==> src/rtl/inv_key_schedule.sv <==
// inv_key_schedule: iterative AES-128 reverse key schedule.
// Loads the round-10 key and walks back to round 0, emitting one round key
// every two cycles (one cycle for the registered SubWord, one to update).
//
// Ports:
//   clk       - rising-edge clock
//   rst_n     - asynchronous active-low reset
//   start     - begin expansion (sampled only in IDLE)
//   key_in    - round-10 key, word 0 in [127:96]
//   round_key - current round key, same word order as key_in
//   round_idx - round number of round_key (10..0)
//   rk_valid  - one-cycle pulse when round_key/round_idx are new
//   done      - one-cycle pulse together with the round-0 rk_valid
//   busy      - high from the cycle after start up to and including done

// sub_word: registered 4-byte AES S-box lookup, one cycle of latency.
//   clk      - clock
//   word_in  - 32-bit input word
//   word_out - S-box of each byte, registered
module sub_word (
  input  logic        clk,
  input  logic [31:0] word_in,
  output logic [31:0] word_out
);

  // Entry 0 sits in the top byte.
  localparam logic [2047:0] SBOX_TBL = {
    128'h637c777bf26b6fc53001672bfed7ab76,
    128'hca82c97dfa5947f0add4a2af9ca472c0,
    128'hb7fd9326363ff7cc34a5e5f171d83115,
    128'h04c723c31896059a071280e2eb27b275,
    128'h09832c1a1b6e5aa0523bd6b329e32f84,
    128'h53d100ed20fcb15b6acbbe394a4c58cf,
    128'hd0efaafb434d338545f9027f503c9fa8,
    128'h51a3408f929d38f5bcb6da2110fff3d2,
    128'hcd0c13ec5f974417c4a77e3d645d1973,
    128'h60814fdc222a908846eeb814de5e0bdb,
    128'he0323a0a4906245cc2d3ac629195e479,
    128'he7c8376d8dd54ea96c56f4ea657aae08,
    128'hba78252e1ca6b4c6e8dd741f4bbd8b8a,
    128'h703eb5664803f60e613557b986c11d9e,
    128'he1f8981169d98e949b1e87e9ce5528df,
    128'h8ca1890dbfe6426841992d0fb054bb16
  };

  function automatic logic [7:0] sbox(input logic [7:0] x);
    return SBOX_TBL[(255 - int'(x)) * 8 +: 8];
  endfunction

  logic [31:0] word_d, word_q;

  always_comb begin
    word_d = {sbox(word_in[31:24]), sbox(word_in[23:16]),
              sbox(word_in[15:8]),  sbox(word_in[7:0])};
  end

  // Capture is don't-care out of reset, so no reset on this register.
  always_ff @(posedge clk) begin
    word_q <= word_d;
  end

  assign word_out = word_q;

endmodule

module inv_key_schedule (
  input  logic         clk,
  input  logic         rst_n,
  input  logic         start,
  input  logic [127:0] key_in,
  output logic [127:0] round_key,
  output logic [3:0]   round_idx,
  output logic         rk_valid,
  output logic         done,
  output logic         busy
);

  typedef enum logic [1:0] {IDLE, SUB, UPD} state_t;

  state_t       state_d, state_q;
  logic [127:0] key_d, key_q;
  logic [3:0]   round_d, round_q;
  logic         rk_valid_d, rk_valid_q;
  logic         done_d, done_q;
  logic         busy_d, busy_q;

  logic [31:0]  a0, a1, a2, a3, b0, b1, b2, b3;
  logic [31:0]  sw_in, sw_out;

  // Rcon for the current round r (key r -> r-1 uses Rcon[r]).
  function automatic logic [7:0] rcon(input logic [3:0] r);
    case (r)
      4'd1:    return 8'h01;
      4'd2:    return 8'h02;
      4'd3:    return 8'h04;
      4'd4:    return 8'h08;
      4'd5:    return 8'h10;
      4'd6:    return 8'h20;
      4'd7:    return 8'h40;
      4'd8:    return 8'h80;
      4'd9:    return 8'h1b;
      4'd10:   return 8'h36;
      default: return 8'h00;
    endcase
  endfunction

  // key_q is stable during SUB, so the SubWord result captured at the end
  // of SUB matches the b1..b3 computed from key_q in UPD.
  sub_word u_sub_word (
    .clk      (clk),
    .word_in  (sw_in),
    .word_out (sw_out)
  );

  always_comb begin
    {a0, a1, a2, a3} = key_q;
    b3    = a3 ^ a2;
    b2    = a2 ^ a1;
    b1    = a1 ^ a0;
    sw_in = {b3[23:0], b3[31:24]};
    b0    = a0 ^ sw_out ^ {rcon(round_q), 24'h0};

    state_d    = state_q;
    key_d      = key_q;
    round_d    = round_q;
    rk_valid_d = 1'b0;
    done_d     = 1'b0;
    busy_d     = busy_q;

    case (state_q)
      IDLE: begin
        // Holding key/round here keeps round 0 visible after completion.
        busy_d = 1'b0;
        if (start) begin
          key_d      = key_in;
          round_d    = 4'd10;
          rk_valid_d = 1'b1;
          busy_d     = 1'b1;
          state_d    = SUB;
        end
      end
      SUB: begin
        state_d = UPD;
      end
      UPD: begin
        key_d      = {b0, b1, b2, b3};
        round_d    = round_q - 4'd1;
        rk_valid_d = 1'b1;
        if (round_q == 4'd1) begin
          // busy stays high through the done cycle; IDLE drops it next.
          done_d  = 1'b1;
          state_d = IDLE;
        end else begin
          state_d = SUB;
        end
      end
      default: state_d = IDLE;
    endcase
  end

  always_ff @(posedge clk or negedge rst_n) begin
    if (!rst_n) begin
      state_q    <= IDLE;
      key_q      <= '0;
      round_q    <= '0;
      rk_valid_q <= 1'b0;
      done_q     <= 1'b0;
      busy_q     <= 1'b0;
    end else begin
      state_q    <= state_d;
      key_q      <= key_d;
      round_q    <= round_d;
      rk_valid_q <= rk_valid_d;
      done_q     <= done_d;
      busy_q     <= busy_d;
    end
  end

  assign round_key = key_q;
  assign round_idx = round_q;
  assign rk_valid  = rk_valid_q;
  assign done      = done_q;
  assign busy      = busy_q;

endmodule

==> config.mk <==
export PLATFORM = sky130hd
export DESIGN_NAME = inv_key_schedule
export DESIGN_NICKNAME = d
export VERILOG_FILES = /design/src/rtl/inv_key_schedule.sv
export SDC_FILE = /design/constraint.sdc
export NUM_CORES = 1
export LEC_CHECK = 0
export ABC_CLOCK_PERIOD_IN_PS = 3000
export CAP_MARGIN = 20
export CELL_PAD_IN_SITES_DETAIL_PLACEMENT = 2
export CELL_PAD_IN_SITES_GLOBAL_PLACEMENT = 2
export CORE_UTILIZATION = 29
export CTS_BUF_LIST = sky130_fd_sc_hd__clkbuf_16
export DETAILED_ROUTE_END_ITERATION = 10
export PLACE_DENSITY_LB_ADDON = 0.25
export SLEW_MARGIN = 30
export SYNTH_ARGS = -nofsm -noshare
export SYNTH_HDL_FRONTEND = slang
export SYNTH_SLANG_ARGS = --single-unit
==> constraint.sdc <==
create_clock -name clk -period 3 [get_ports clk]
set_clock_uncertainty 0.1 [all_clocks]
set_input_delay 0.3 -clock clk [delete_from_list [all_inputs] [get_ports clk]]
set_output_delay 0.3 -clock clk [all_outputs]
set_load 0.01 [all_outputs]
==> flow_results.xml <==
<?xml version="1.0" encoding="UTF-8"?>
<metrics>
  <group name="clock_tree">
    <metric name="root_buffer_selected_by_cts" unit="">sky130_fd_sc_hd__clkbuf_16</metric>
    <metric name="numClockSinks" unit="">169</metric>
    <metric name="ctsHtreeMaxLevel" unit="">4</metric>
    <metric name="cts_tree" unit="">yes</metric>
    <metric name="clock_buffer_depth" unit="">2</metric>
    <metric name="clock_insertion_delay_worst_skew" unit="ns">0.50</metric>
    <metric name="tritoncts.num_buffers" unit="">17</metric>
    <metric name="cts.clk_slew.worst_paths" unit="ns">0.09</metric>
  </group>
  <group name="setup_path">
    <metric name="regToRegSetupSlack" unit="ns">-0.03</metric>
    <metric name="critical_path.endpoint_type" unit="">register</metric>
    <metric name="worst_setup_path_start_kind" unit="">register</metric>
    <metric name="worstSetupPathType" unit="">reg -&gt; reg</metric>
    <metric name="arrival" unit="ns">3.28</metric>
    <metric name="cp_max_fo" unit="">8</metric>
    <metric name="worst-endpoint-required" unit="ns">3.25</metric>
  </group>
  <group name="synth">
    <metric name="synth.lib_cells_used.distinct" unit="">94</metric>
    <metric name="synth_enable_flop_cells" unit="">0</metric>
    <metric name="synthMuxAreaShare" unit="%">1.58</metric>
    <metric name="yosys-top-cells-area" unit="">sky130_fd_sc_hd__dfrtp_1 (16%), sky130_fd_sc_hd__a21oi_1 (8.9%), sky130_fd_sc_hd__o21ai_0 (8.5%)</metric>
    <metric name="ys_async_sr_fraction" unit="%">81.1</metric>
    <metric name="syn-num-nets" unit="">3281</metric>
    <metric name="synth_seq_cells" unit="">169</metric>
    <metric name="synth_compound_gate_area_share" unit="%">41.5</metric>
    <metric name="synth_largest_area_cell" unit="">sky130_fd_sc_hd__dfrtp_1</metric>
    <metric name="synth_fa_ha_area_share" unit="%">2.20</metric>
    <metric name="synth_sequential_area_ratio" unit="%">19.4</metric>
    <metric name="synth.yosys.warnings" unit="">0</metric>
    <metric name="synthesis.instances" unit="">3113</metric>
    <metric name="dominant_combinational_cell_family_by_area_after_synthesis" unit="">compound AO/OA/AOI/OAI gates</metric>
    <metric name="post_synth_xor_area_fraction" unit="%">4.20</metric>
    <metric name="fraction_of_synthesized_cell_area_taken_by_the_top_area_cell_type" unit="%">16.3</metric>
    <metric name="synth-main-ff-cell" unit="">sky130_fd_sc_hd__dfrtp_1</metric>
    <metric name="synth-simple-area-share" unit="%">23.0</metric>
    <metric name="postSynthAreaPerCell" unit="µm²">6.75</metric>
    <metric name="syn_area" unit="mm²">0.0210</metric>
  </group>
  <group name="global_routing">
    <metric name="gr-usage-all-layers" unit="%">40.7</metric>
    <metric name="grt_overflow_total" unit="">0</metric>
    <metric name="grt_pass1_vias" unit="">31786</metric>
    <metric name="grt_max_degree" unit="">139</metric>
    <metric name="grt_pass1_wl" unit="µm">225000</metric>
    <metric name="antenna_violations_before_repair" unit="">12</metric>
  </group>
  <group name="timing">
    <metric name="worst_slack" unit="ns">-0.0316</metric>
    <metric name="finalHoldWorstSlack" unit="ns">0.261</metric>
    <metric name="setup_tns" unit="ns">-0.0316</metric>
    <metric name="finalMaxSlewViolations" unit="">0</metric>
    <metric name="timing_hold_violations_final" unit="">0</metric>
    <metric name="fmax" unit="GHz">0.330</metric>
    <metric name="worst_slew_margin_rel" unit="%">30.2</metric>
    <metric name="timing.final.setup_violations" unit="">1</metric>
    <metric name="final_period_minus_worst_setup_slack" unit="ns">3.03</metric>
    <metric name="worst_pin_slew" unit="ns">1.04</metric>
    <metric name="timing.final.crit_share" unit="%">101</metric>
  </group>
  <group name="detailed_routing">
    <metric name="detail-route-antenna-nets" unit="">0</metric>
    <metric name="via_per_inst" unit="">6.72</metric>
    <metric name="vias" unit="">30681</metric>
    <metric name="drc" unit="">0</metric>
    <metric name="routed_wl" unit="µm">154000</metric>
    <metric name="post_drt_wl_per_cell" unit="µm">33.8</metric>
    <metric name="initialDrtViolationCount" unit="">3206</metric>
    <metric name="firstDrtPassIters" unit="">5</metric>
  </group>
  <group name="layout">
    <metric name="nets" unit="">3763</metric>
    <metric name="drive_above_1_share" unit="%">18.9</metric>
    <metric name="multi_input_logic_area" unit="mm²">0.0158</metric>
    <metric name="synthToLayoutAreaGrowth" unit="%">37.9</metric>
    <metric name="layout.area.seq" unit="mm²">0.00408</metric>
    <metric name="fill_cells" unit="">8393</metric>
  </group>
  <group name="floorplan">
    <metric name="die_outline_width" unit="µm">271</metric>
    <metric name="dieHeight" unit="µm">271</metric>
    <metric name="core_area" unit="mm²">0.0716</metric>
    <metric name="design.die.area" unit="mm²">0.0735</metric>
    <metric name="ios" unit="">266</metric>
    <metric name="floorplan.initialDensity" unit="%">29.3</metric>
    <metric name="floorplan.rows" unit="">98</metric>
  </group>
  <group name="placed_design">
    <metric name="hpwl" unit="µm">116000</metric>
    <metric name="finalWeightedCongestion" unit="">1.05</metric>
    <metric name="numPortBuffers" unit="">265</metric>
  </group>
  <group name="job">
    <metric name="number_of_max_capacitance_violations_reported" unit="">0</metric>
  </group>
  <group name="outcome">
    <metric name="run_status" unit="">finished with violations</metric>
    <metric name="violations" unit="">setup timing</metric>
  </group>
  <group name="worst_hold_path">
    <metric name="hold_path_class" unit="">in -&gt; async</metric>
  </group>
</metrics>
-- cell usage after synthesis (all sizes together), types with 49 or more instances --
master,n
nand2,348
a21oi,372
nor3,78
buf,153
clkbuf,166
o21ai,372
a31oi,69
dfrtp,137
nand3,165
inv,53
xnor2,49
nor2,321
o211ai,80
-- cell families (layout without fill, tap and decap cells) --
group	Yosys count	count (layout)
mux	23	23
simple gates	1072	1072
xor+xnor	76	76
flops	169	169
fa+ha+maj	37	37
buf+inv	376	871
other cells	0	9
compound gates	1360	1360
-- worst paths after layout --
kind,startpoint,end,cells after the start
max,round_key[9],u_sub_word.word_out[21],9
max in group asynchronous,rst_n,round_key[10],3
min in group clk,key_in[73],round_key[73],3
min reg2reg,busy,busy,1
max reg2reg,round_key[9],u_sub_word.word_out[21],9
min,rst_n,busy,2
-- registers in the layout (all words and copies together) (netlist names) --
name and count:
round_key 128, u_sub_word.word_out 32, rk_valid 1, round_idx 4, busy 1, done 1, state_q 2
-- through the flow --
stage / worst slack [ns] / util (%) / cell area, µm² / cells
floorplan: 0.0139 / - / 21000 / 3113
detailed placement: -0.0796 / 39.2 / 28000 / 4509
global route: -0.0702 / 40.5 / 29000 / 4564
CTS: 0.000957 / 40.1 / 28700 / 4550
finish: -0.0316 / 40.5 / 29000 / 4567
global placement: -0.177 / 39.2 / 28000 / 4509
-- cell usage in the layout, fill, tap and decap left out, types with 11 or more instances in the layout --
cell type / n
sky130_fd_sc_hd__ha_1: 30
sky130_fd_sc_hd__nor3_1: 75
sky130_fd_sc_hd__a211oi_1: 44
sky130_fd_sc_hd__and2_1: 11
sky130_fd_sc_hd__mux2i_1: 13
sky130_fd_sc_hd__dfxtp_1: 32
sky130_fd_sc_hd__clkdlybuf4s50_1: 264
sky130_fd_sc_hd__o211ai_1: 79
sky130_fd_sc_hd__nand4_1: 26
sky130_fd_sc_hd__a21oi_1: 372
sky130_fd_sc_hd__buf_4: 471
sky130_fd_sc_hd__o31ai_1: 20
sky130_fd_sc_hd__clkbuf_16: 17
sky130_fd_sc_hd__nand2b_1: 45
sky130_fd_sc_hd__o21ai_0: 355
sky130_fd_sc_hd__a221oi_1: 26
sky130_fd_sc_hd__a311oi_1: 37
sky130_fd_sc_hd__nand2_1: 332
sky130_fd_sc_hd__nor4_1: 25
sky130_fd_sc_hd__o41ai_1: 11
sky130_fd_sc_hd__o21ai_1: 15
sky130_fd_sc_hd__or3_1: 13
sky130_fd_sc_hd__buf_12: 45
sky130_fd_sc_hd__dfrtp_1: 130
sky130_fd_sc_hd__o311ai_0: 25
sky130_fd_sc_hd__o2111ai_1: 22
sky130_fd_sc_hd__o22ai_1: 40
sky130_fd_sc_hd__o221ai_1: 33
sky130_fd_sc_hd__nand3_1: 165
sky130_fd_sc_hd__a32oi_1: 47
sky130_fd_sc_hd__nor2_1: 312
sky130_fd_sc_hd__o2bb2ai_1: 15
sky130_fd_sc_hd__nand2_2: 12
sky130_fd_sc_hd__xnor2_1: 20
sky130_fd_sc_hd__inv_1: 47
sky130_fd_sc_hd__a31oi_1: 69
sky130_fd_sc_hd__a22oi_1: 22
sky130_fd_sc_hd__xnor2_2: 15
sky130_fd_sc_hd__xnor2_4: 14
sky130_fd_sc_hd__and3_1: 21
-- cell type report --
type,count,area share [%]
Clock buffer,17,1.47
Tap cell,950,4.10
Antenna cell,9,0.0777
Timing Repair Buffer,782,24.5
Sequential cell,169,14.1
Clock inverter,15,0.492
Inverter,57,0.751
Multi-Input combinational cell,2568,54.5
-- what timing repair did --
item                                   4_1_cts  5_1_grt
pin swaps                                    2        3
setup buffers                                8        8
setup endpoints to repair                   12       20
resized for setup                           11       32
hold buffers                                 1        0
endpoints found under the hold margin       63        0
-- critical path: stages (launching register included) --
cell	delay, ns
sky130_fd_sc_hd__dfrtp_1	0.48
sky130_fd_sc_hd__xnor2_4	0.22
sky130_fd_sc_hd__inv_2	0.17
sky130_fd_sc_hd__ha_1	0.34
sky130_fd_sc_hd__buf_4	0.18
sky130_fd_sc_hd__buf_4	0.17
sky130_fd_sc_hd__o211ai_1	0.16
sky130_fd_sc_hd__a31o_1	0.26
sky130_fd_sc_hd__o41ai_1	0.63
sky130_fd_sc_hd__o22ai_1	0.18
-- layer usage --
| layer | up-vias | part of all wire (%) | GRT usage (%) |
|---|---|---|---|
| li1 | 12754 | - | - |
| met1 | 15612 | 40 | 51.1 |
| met2 | 1831 | 46 | 66.1 |
| met3 | 474 | 8.8 | 7.80 |
| met4 | 10 | 5.9 | 21.0 |
| met5 | - | 0.045 | 0 |
Power is not shown: default switching activity piles up to over one toggle a cycle in this logic, so the estimate is an artifact.
